==> config.mk <==
export PLATFORM = sky130hd
export DESIGN_NAME = spi_slave_burst_flat
export DESIGN_NICKNAME = d
export VERILOG_FILES = /design/src/rtl/spi_slave_burst_pkg.sv /design/src/rtl/spi_slave_burst_if.sv /design/src/rtl/spi_slave_burst_sync.sv /design/src/rtl/spi_slave_burst.sv /design/src/flat_wrapper.sv
export SDC_FILE = /design/constraint.sdc
export NUM_CORES = 1
export LEC_CHECK = 0
export BUFFER_PORTS_ARGS = -buffer_cell sky130_fd_sc_hd__buf_4
export CORE_ASPECT_RATIO = 1.1
export CORE_MARGIN = 2
export CORE_UTILIZATION = 50
export CTS_BUF_LIST = sky130_fd_sc_hd__clkbuf_4 sky130_fd_sc_hd__clkbuf_8
export CTS_CLUSTER_DIAMETER = 40
export DETAILED_ROUTE_END_ITERATION = 8
export PLACE_DENSITY_LB_ADDON = 0.2
export SLEW_MARGIN = 40
export SYNTH_ARGS = -nofsm -noshare
export SYNTH_HDL_FRONTEND = slang
export SYNTH_HIERARCHICAL = 1
export SYNTH_SLANG_ARGS = --single-unit
==> constraint.sdc <==
create_clock -name clk -period 4.3 [get_ports clk]
set_clock_uncertainty 0.15 [all_clocks]
set_input_delay 0.43 -clock clk [delete_from_list [all_inputs] [get_ports clk]]
set_output_delay 0.43 -clock clk [all_outputs]
set_load 0.01 [all_outputs]
==> src/rtl/spi_slave_burst_pkg.sv <==
// Shared definitions for the burst SPI slave.
//   state_e      : controller states
//   MODE_CPOL/CPHA: bit positions inside the 2-bit mode word {CPOL,CPHA}
//   SYNC_STAGES  : depth of the pin synchronisers
//   PREP_CYCLES  : clk cycles between cs fall and the first bit on miso
package spi_pkg;
    typedef enum logic [1:0] {
        ST_IDLE  = 2'd0,
        ST_PREP  = 2'd1,
        ST_SHIFT = 2'd2
    } state_e;

    localparam int MODE_CPOL   = 1;
    localparam int MODE_CPHA   = 0;
    localparam int SYNC_STAGES = 3;
    localparam int PREP_CYCLES = 2;
endpackage

==> src/rtl/spi_slave_burst_if.sv <==
// Word-level handshake between the SPI slave and the register/telemetry logic.
//   tx_data/tx_valid : next word to transmit, offered by the user (master side)
//   tx_req           : slave asks for the next word (1-cycle pulse)
//   rx_data/rx_valid : completed received frame (rx_valid is a 1-cycle pulse)
interface spi_slave_burst_if #(
    parameter int DATA_W = 32
);
    logic [DATA_W-1:0] tx_data;
    logic              tx_valid;
    logic              tx_req;
    logic [DATA_W-1:0] rx_data;
    logic              rx_valid;

    modport slave  (input tx_data, tx_valid, output tx_req, rx_data, rx_valid);
    modport master (output tx_data, tx_valid, input tx_req, rx_data, rx_valid);
endinterface

==> src/rtl/spi_slave_burst_sync.sv <==
// N-flop synchroniser for one asynchronous pin, with edge detection.
//   d_i    : asynchronous pin
//   q_o    : stage 2 (data sampling point)
//   lvl_o  : stage N (level aligned with the edge outputs)
//   rise_o : stage 2 high, stage N low
//   fall_o : stage 2 low, stage N high
module spi_sync_edge #(
    parameter int   N       = 3,
    parameter logic RST_VAL = 1'b0
) (
    input  logic clk,
    input  logic reset,
    input  logic d_i,
    output logic q_o,
    output logic lvl_o,
    output logic rise_o,
    output logic fall_o
);
    logic [N-1:0] sync_q;

    always_ff @(posedge clk) begin
        if (reset) sync_q <= {N{RST_VAL}};
        else       sync_q <= {sync_q[N-2:0], d_i};
    end

    assign q_o    = sync_q[N-2];
    assign lvl_o  = sync_q[N-1];
    assign rise_o =  sync_q[N-2] & ~sync_q[N-1];
    assign fall_o = ~sync_q[N-2] &  sync_q[N-1];
endmodule

==> src/rtl/spi_slave_burst.sv <==
// Parametrised burst SPI slave: any CPOL/CPHA mode, configurable width and
// bit order, back-to-back frames per cs assertion, one-entry TX prefetch.
//   clk, reset        : system clock, synchronous active-high reset
//   sclk, mosi, cs    : asynchronous SPI pins (cs active low)
//   miso, miso_oe     : SPI data out and its tri-state enable
//   mode              : {CPOL,CPHA}, latched at cs fall
//   bus               : tx/rx word handshake
//   frame_cnt         : frames completed in the current cs assertion
//   underrun          : sticky, a TX_FILL word was loaded
//   busy              : controller not idle
module spi_slave_burst
    import spi_pkg::*;
#(
    parameter int              DATA_W    = 32,
    parameter bit              LSB_FIRST = 1'b0,
    parameter logic [DATA_W-1:0] TX_FILL = '0
) (
    input  logic        clk,
    input  logic        reset,
    input  logic        sclk,
    input  logic        mosi,
    input  logic        cs,
    output logic        miso,
    output logic        miso_oe,
    input  logic [1:0]  mode,
    spi_slave_burst_if.slave bus,
    output logic [15:0] frame_cnt,
    output logic        underrun,
    output logic        busy
);
    localparam int CW = $clog2(DATA_W);

    logic cs_q2, cs_lvl, cs_rise, cs_fall;
    logic sclk_q2, sclk_q3, sclk_rise, sclk_fall;
    logic mosi_s, mosi_q3, mosi_rise, mosi_fall;
    logic sync_unused;

    spi_sync_edge #(.N(SYNC_STAGES), .RST_VAL(1'b1)) u_cs (
        .clk(clk), .reset(reset), .d_i(cs),
        .q_o(cs_q2), .lvl_o(cs_lvl), .rise_o(cs_rise), .fall_o(cs_fall));
    spi_sync_edge #(.N(SYNC_STAGES), .RST_VAL(1'b0)) u_sclk (
        .clk(clk), .reset(reset), .d_i(sclk),
        .q_o(sclk_q2), .lvl_o(sclk_q3), .rise_o(sclk_rise), .fall_o(sclk_fall));
    spi_sync_edge #(.N(SYNC_STAGES), .RST_VAL(1'b0)) u_mosi (
        .clk(clk), .reset(reset), .d_i(mosi),
        .q_o(mosi_s), .lvl_o(mosi_q3), .rise_o(mosi_rise), .fall_o(mosi_fall));

    assign sync_unused = ^{cs_q2, sclk_q2, sclk_q3, mosi_q3, mosi_rise, mosi_fall};

    state_e            state_q, state_d;
    logic [1:0]        mode_q, mode_d;
    logic [1:0]        prep_q, prep_d;
    logic [CW-1:0]     bit_q, bit_d;
    logic [DATA_W-1:0] rx_shift_q, rx_shift_d, rx_data_q, rx_data_d;
    logic [DATA_W-1:0] tx_shift_q, tx_shift_d, hold_q, hold_d;
    logic              rx_valid_q, rx_valid_d, tx_req_q, tx_req_d;
    logic              hold_full_q, hold_full_d, pend_q, pend_d;
    logic              under_q, under_d;
    logic              skip_q, skip_d;   // CPHA=1: first shift edge only presents bit 0
    logic              load_q, load_d;   // frame done, next shift edge loads a new word
    logic [15:0]       frame_q, frame_d;

    logic              cpol, cpha, smp_edge, shf_edge, accept, load_fill;
    logic [DATA_W-1:0] load_word, tx_adv, rx_next;

    assign cpol     = mode_q[MODE_CPOL];
    assign cpha     = mode_q[MODE_CPHA];
    assign smp_edge = (cpol ^ cpha) ? sclk_fall : sclk_rise;
    assign shf_edge = (cpol ^ cpha) ? sclk_rise : sclk_fall;
    assign accept   = pend_q & bus.tx_valid;

    // A word accepted in the same cycle as the load bypasses the holding register.
    assign load_word = hold_full_q ? hold_q : (accept ? bus.tx_data : TX_FILL);
    assign load_fill = ~hold_full_q & ~accept;

    assign tx_adv  = LSB_FIRST ? {1'b0, tx_shift_q[DATA_W-1:1]} : {tx_shift_q[DATA_W-2:0], 1'b0};
    assign rx_next = LSB_FIRST ? {mosi_s, rx_shift_q[DATA_W-1:1]} : {rx_shift_q[DATA_W-2:0], mosi_s};

    always_comb begin
        state_d     = state_q;
        mode_d      = mode_q;
        prep_d      = prep_q;
        bit_d       = bit_q;
        rx_shift_d  = rx_shift_q;
        rx_data_d   = rx_data_q;
        rx_valid_d  = 1'b0;
        tx_shift_d  = tx_shift_q;
        hold_d      = hold_q;
        hold_full_d = hold_full_q;
        pend_d      = pend_q;
        tx_req_d    = 1'b0;
        frame_d     = frame_q;
        under_d     = under_q;
        skip_d      = skip_q;
        load_d      = load_q;

        if (accept) begin
            hold_d      = bus.tx_data;
            hold_full_d = 1'b1;
            pend_d      = 1'b0;
        end

        case (state_q)
            ST_IDLE: begin
                if (cs_fall) begin
                    mode_d      = mode;
                    frame_d     = '0;
                    under_d     = 1'b0;
                    tx_req_d    = 1'b1;
                    pend_d      = 1'b1;
                    hold_full_d = 1'b0;
                    prep_d      = '0;
                    bit_d       = '0;
                    state_d     = ST_PREP;
                end
            end
            ST_PREP: begin
                if (prep_q == 2'(PREP_CYCLES - 1)) begin
                    tx_shift_d  = load_word;
                    under_d     = under_q | load_fill;
                    hold_full_d = 1'b0;
                    pend_d      = 1'b0;
                    skip_d      = cpha;
                    load_d      = 1'b0;
                    state_d     = ST_SHIFT;
                end else begin
                    prep_d = prep_q + 2'd1;
                end
            end
            ST_SHIFT: begin
                if (smp_edge) begin
                    rx_shift_d = rx_next;
                    if (bit_q == '0) begin
                        tx_req_d = 1'b1;
                        pend_d   = 1'b1;
                    end
                    if (bit_q == CW'(DATA_W - 1)) begin
                        rx_data_d  = rx_next;
                        rx_valid_d = 1'b1;
                        frame_d    = frame_q + 16'd1;
                        bit_d      = '0;
                        load_d     = 1'b1;
                    end else begin
                        bit_d = bit_q + CW'(1);
                    end
                end else if (shf_edge) begin
                    if (load_q) begin
                        tx_shift_d  = load_word;
                        under_d     = under_q | load_fill;
                        hold_full_d = 1'b0;
                        pend_d      = 1'b0;
                        load_d      = 1'b0;
                    end else if (skip_q) begin
                        skip_d = 1'b0;
                    end else begin
                        tx_shift_d = tx_adv;
                    end
                end
            end
            default: state_d = ST_IDLE;
        endcase

        // cs rise overrides anything decided above for this cycle.
        if (cs_rise && state_q != ST_IDLE) begin
            state_d     = ST_IDLE;
            rx_data_d   = rx_data_q;
            rx_valid_d  = 1'b0;
            frame_d     = frame_q;
            under_d     = under_q;
            tx_req_d    = 1'b0;
            pend_d      = 1'b0;
            hold_full_d = 1'b0;
            bit_d       = '0;
            skip_d      = 1'b0;
            load_d      = 1'b0;
        end
    end

    always_ff @(posedge clk) begin
        if (reset) begin
            state_q     <= ST_IDLE;
            mode_q      <= '0;
            prep_q      <= '0;
            bit_q       <= '0;
            rx_shift_q  <= '0;
            rx_data_q   <= '0;
            rx_valid_q  <= 1'b0;
            tx_shift_q  <= '0;
            hold_q      <= '0;
            hold_full_q <= 1'b0;
            pend_q      <= 1'b0;
            tx_req_q    <= 1'b0;
            frame_q     <= '0;
            under_q     <= 1'b0;
            skip_q      <= 1'b0;
            load_q      <= 1'b0;
        end else begin
            state_q     <= state_d;
            mode_q      <= mode_d;
            prep_q      <= prep_d;
            bit_q       <= bit_d;
            rx_shift_q  <= rx_shift_d;
            rx_data_q   <= rx_data_d;
            rx_valid_q  <= rx_valid_d;
            tx_shift_q  <= tx_shift_d;
            hold_q      <= hold_d;
            hold_full_q <= hold_full_d;
            pend_q      <= pend_d;
            tx_req_q    <= tx_req_d;
            frame_q     <= frame_d;
            under_q     <= under_d;
            skip_q      <= skip_d;
            load_q      <= load_d;
        end
    end

    assign miso         = cs_lvl ? 1'b0 : (LSB_FIRST ? tx_shift_q[0] : tx_shift_q[DATA_W-1]);
    assign miso_oe      = ~cs_lvl;
    assign bus.tx_req   = tx_req_q;
    assign bus.rx_data  = rx_data_q;
    assign bus.rx_valid = rx_valid_q;
    assign frame_cnt    = frame_q;
    assign underrun     = under_q;
    assign busy         = (state_q != ST_IDLE);
endmodule

==> src/flat_wrapper.sv <==
// flat-port wrapper written by rule: the top's interface ports become plain ports
module spi_slave_burst_flat import spi_pkg::*;
#(
    parameter int              DATA_W    = 32,
    parameter bit              LSB_FIRST = 1'b0,
    parameter logic [DATA_W-1:0] TX_FILL = '0
)
  (clk, reset, sclk, mosi, cs, miso, miso_oe, mode, frame_cnt, underrun, busy, bus_tx_data, bus_tx_valid, bus_tx_req, bus_rx_data, bus_rx_valid);
  spi_slave_burst_if #(.DATA_W(DATA_W)) bus_i ();
  input  logic clk;
  input  logic reset;
  input  logic sclk;
  input  logic mosi;
  input  logic cs;
  output logic miso;
  output logic miso_oe;
  input  logic [1:0] mode;
  output logic [15:0] frame_cnt;
  output logic underrun;
  output logic busy;
  input wire logic [$bits(bus_i.tx_data)-1:0] bus_tx_data;
  input wire logic [$bits(bus_i.tx_valid)-1:0] bus_tx_valid;
  output wire logic [$bits(bus_i.tx_req)-1:0] bus_tx_req;
  output wire logic [$bits(bus_i.rx_data)-1:0] bus_rx_data;
  output wire logic [$bits(bus_i.rx_valid)-1:0] bus_rx_valid;
  assign bus_i.tx_data = bus_tx_data;
  assign bus_i.tx_valid = bus_tx_valid;
  assign bus_tx_req = bus_i.tx_req;
  assign bus_rx_data = bus_i.rx_data;
  assign bus_rx_valid = bus_i.rx_valid;
  spi_slave_burst #(.DATA_W(DATA_W), .LSB_FIRST(LSB_FIRST), .TX_FILL(TX_FILL)) u_core (.clk(clk), .reset(reset), .sclk(sclk), .mosi(mosi), .cs(cs), .miso(miso), .miso_oe(miso_oe), .mode(mode), .bus(bus_i), .frame_cnt(frame_cnt), .underrun(underrun), .busy(busy));
endmodule
==> PnR_summary.wiki <==
{| class="wikitable"
! Metric !! Value
|-
| Later-pin clock latency in the skew report || around 460 ps
|-
| # rows || between 40 and 50
|-
| Post-layout minimum cycle time || approximately 2600 ps
|-
| Total power divided by cell area || around 350 nW/um^2
|-
| Critical path arrival || roughly 2800 ps
|-
| Kind of end point of the critical path || flip-flop
|-
| Cell-by-cell trace of the critical path || inv_1 > ha_4 > nand2_1 > o32a_2 > or4_1 > a21oi_1
|-
| Number of endpoints failing setup at the final stage || 0
|-
| Antenna violations before repair || 0
|-
| Clk slew on worst S/H paths || roughly 90 ps
|-
| Global-route wire length before repair || roughly 29 mm
|-
| Number of setup buffers added after CTS || 0
|-
| Final ANT Viol Nets || 0
|-
| Number of I/O port buffers || 93
|-
| Pins over their slew limit || 0
|-
| Max Root-Sink Buffers || 2
|-
| Maximum fanout along the worst path || 51
|-
| GRT Resource Usage Total || roughly a fifth
|-
| Count of pins on the block boundary || between 90 and 100
|-
| Met1 WL || slightly above 8 mm
|-
| Slowest CP cell || or4_1
|-
| Max-slew headroom at the worst pin || a little under half
|-
| Aggregate routed wire length || about 17 mm
|-
| Final Wtd Congestion || 0.816
|-
| Starting density of the core || around half
|-
| Worst slack after detailed placement || 1780 ps
|-
| Highest Signal Layer || met4
|-
| Outcome || finished, final reports clean
|-
| Hold violation count in the final report || 0
|-
| Final worst path period share || approximately 60%
|-
| DRC violations left || 0
|-
| Count of synthesis-stage warnings from yosys || 6
|-
| Routed via count || about 6600
|-
| Met3 wire length || 679 um
|-
| Grt ovf || 0
|-
| Final Net Count || between 1000 and 1500
|-
| Placed inst area || about 8500 um^2
|-
| WL met2 || 8.41 mm
|-
| Number of buffers added to fix hold violations after cts || 1
|-
| Largest stage delay, worst path || roughly 540 ps
|-
| Synthesized area per cell || 8.37 um^2
|-
| Post-Layout Inst Area || roughly 9000 um^2
|-
| CTS root buffer || clkbuf_8
|-
| Reported max-cap violation count || 0
|-
| Final core occ || about three fifths
|-
| Final routed wire length divided by cell count || around 15 um
|-
| Hold crit path type || input port to flip-flop
|-
| Total core area || 15200 um^2
|-
| Via count of the first global-routing pass || 5992
|-
| Pre-Repair DR Iteration Count || 5
|-
| Worst-Margin Slew || 803 ps
|-
| Final Total Pwr || slightly above 3 mW
|-
| Setup repair after global routing missed its margin || no
|-
| Post-route setup slack || roughly 1700 ps
|-
| Worst endpoint required time || approximately 4500 ps
|-
| Via-per-instance ratio || ~5.6
|-
| # diodes || 0
|-
| Area of the mapped netlist || a little under 8000 um^2
|-
| Die Footprint || approximately 17000 um^2
|-
| Category of the most critical setup path || flip-flop to flip-flop
|-
| Sort of element at the start of the critical path || flip-flop
|-
| Horiz. Die Dim || between 100 and 150 um
|-
| DP Wirelength || approximately 10 mm
|-
| Worst slack on hold paths || 33.5 ps
|-
| Layout Cells excl Fill || between 1000 and 1500
|-
| Maximum number of pins on one net before global-route repair || around 130
|-
| VDD IR-drop max || ~0.19 mV
|-
| Cell total after placement || approximately 1200
|-
| Vertical die dimension || between 100 and 150 um
|-
| Standby leakage power || between 3 and 4 nW
|-
| DRC violation total after the first TritonRoute iteration || between 500 and 600
|-
| Number of clock sinks || approximately 170
|-
| H-tree level count || 4
|-
| Sum of negative setup slack || 0 ps
|-
| Signed area change from the synthesized netlist to the final layout || 15.4%
|-
| Maximum clock frequency || 0.390 GHz
|-
| Fraction of layout cells with a size suffix above 1 || between 15 and 20%
|-
| Number of gates resized after CTS || 0
|-
| Num CTS Buffers || 17
|-
| Synthesized instance count || just over 900
|-
| TritonCTS clock tree || built
|-
| Mapped Nets || between 900 and 1000
|}
==> path summary, 6_finish.rpt <==
kind | endpoint | cells after the start | startpoint | slack, ps
max | u_core/frame_cnt[7] | 6 | u_core/state_q[0] | 1740
min | u_core/u_sclk/sync_q[0] | 2 | sclk | 30
max reg2reg | u_core/frame_cnt[7] | 6 | u_core/state_q[0] | 1740
min reg2reg | u_core/u_cs/sync_q[1] | 1 | u_core/u_cs/sync_q[0] | 260
==> layer usage <==
| metal | GRT usage [%] | up-vias |
|---|---|---|
| met5 | 0 | - |
| met4 | 6.38 | 0 |
| met3 | 5.03 | 18 |
| met2 | 34.2 | 132 |
| met1 | 28.5 | 3101 |
| li1 | - | 3335 |
==> layout by cell type (no fill, tap or decap), types with 2 or more instances in the layout <==
cell / count
a211oi_1: 5
a21oi_1: 81
a311oi_1: 3
a31oi_1: 2
a41oi_1: 2
and2_1: 2
and2b_2: 2
and3_1: 3
buf_4: 100
bufinv_16: 7
clkbuf_8: 19
clkinv_2: 3
clkinvlp_4: 2
dfxtp_1: 168
ha_1: 8
inv_1: 10
mux2i_1: 77
nand2_1: 244
nand2b_1: 10
nand3_1: 44
nand3b_1: 2
nand4_1: 4
nor2_1: 10
nor2b_1: 12
nor3_1: 4
nor3b_1: 32
nor4_2: 7
nor4b_1: 2
o21a_1: 2
o21ai_0: 43
o221ai_1: 31
o31ai_1: 6
or2_1: 3
or3_1: 9
or4_1: 5
==> area by class of cell <==
type | count | area (um^2)
Clock buffer | 18 | 248
Inverter | 12 | 46.3
Timing Repair Buffer | 103 | 786
Sequential cell | 169 | 3390
Multi-Input combinational cell | 676 | 4060
Tap cell | 196 | 245
Fill cell | 1391 | 6160
Clock inverter | 12 | 246
==> power by group <==
| part | switching [mW] | internal (mW) |
|---|---|---|
| Sequential | 0.00653 | 1.57 |
| Combinational | 0.0915 | 0.0569 |
| Clock | 0.573 | 0.819 |
| Total | 0.671 | 2.45 |
==> state kept, by name, summed over array words and instances, names as in the netlist, 3 cells and up <==
name	flops
u_core/bit_q	5
u_core/bus.rx_data	32
u_core/frame_cnt	16
u_core/hold_q	32
u_core/rx_shift_q	31
u_core/tx_shift_q	32
u_core/u_cs/sync_q	3
u_core/u_sclk/sync_q	3
==> worst max-delay path: cells and delay by family (launching register included) <==
family                   cells  cell delay [ps]
adder cells (fa/ha/maj)      1              530
flip-flops                   1              340
buffers and inverters        1              130
AO/OA/AOI/OAI                2              690
AND/OR/NAND/NOR              2              650
No activity file was read; power rests on OpenSTA's default activity.
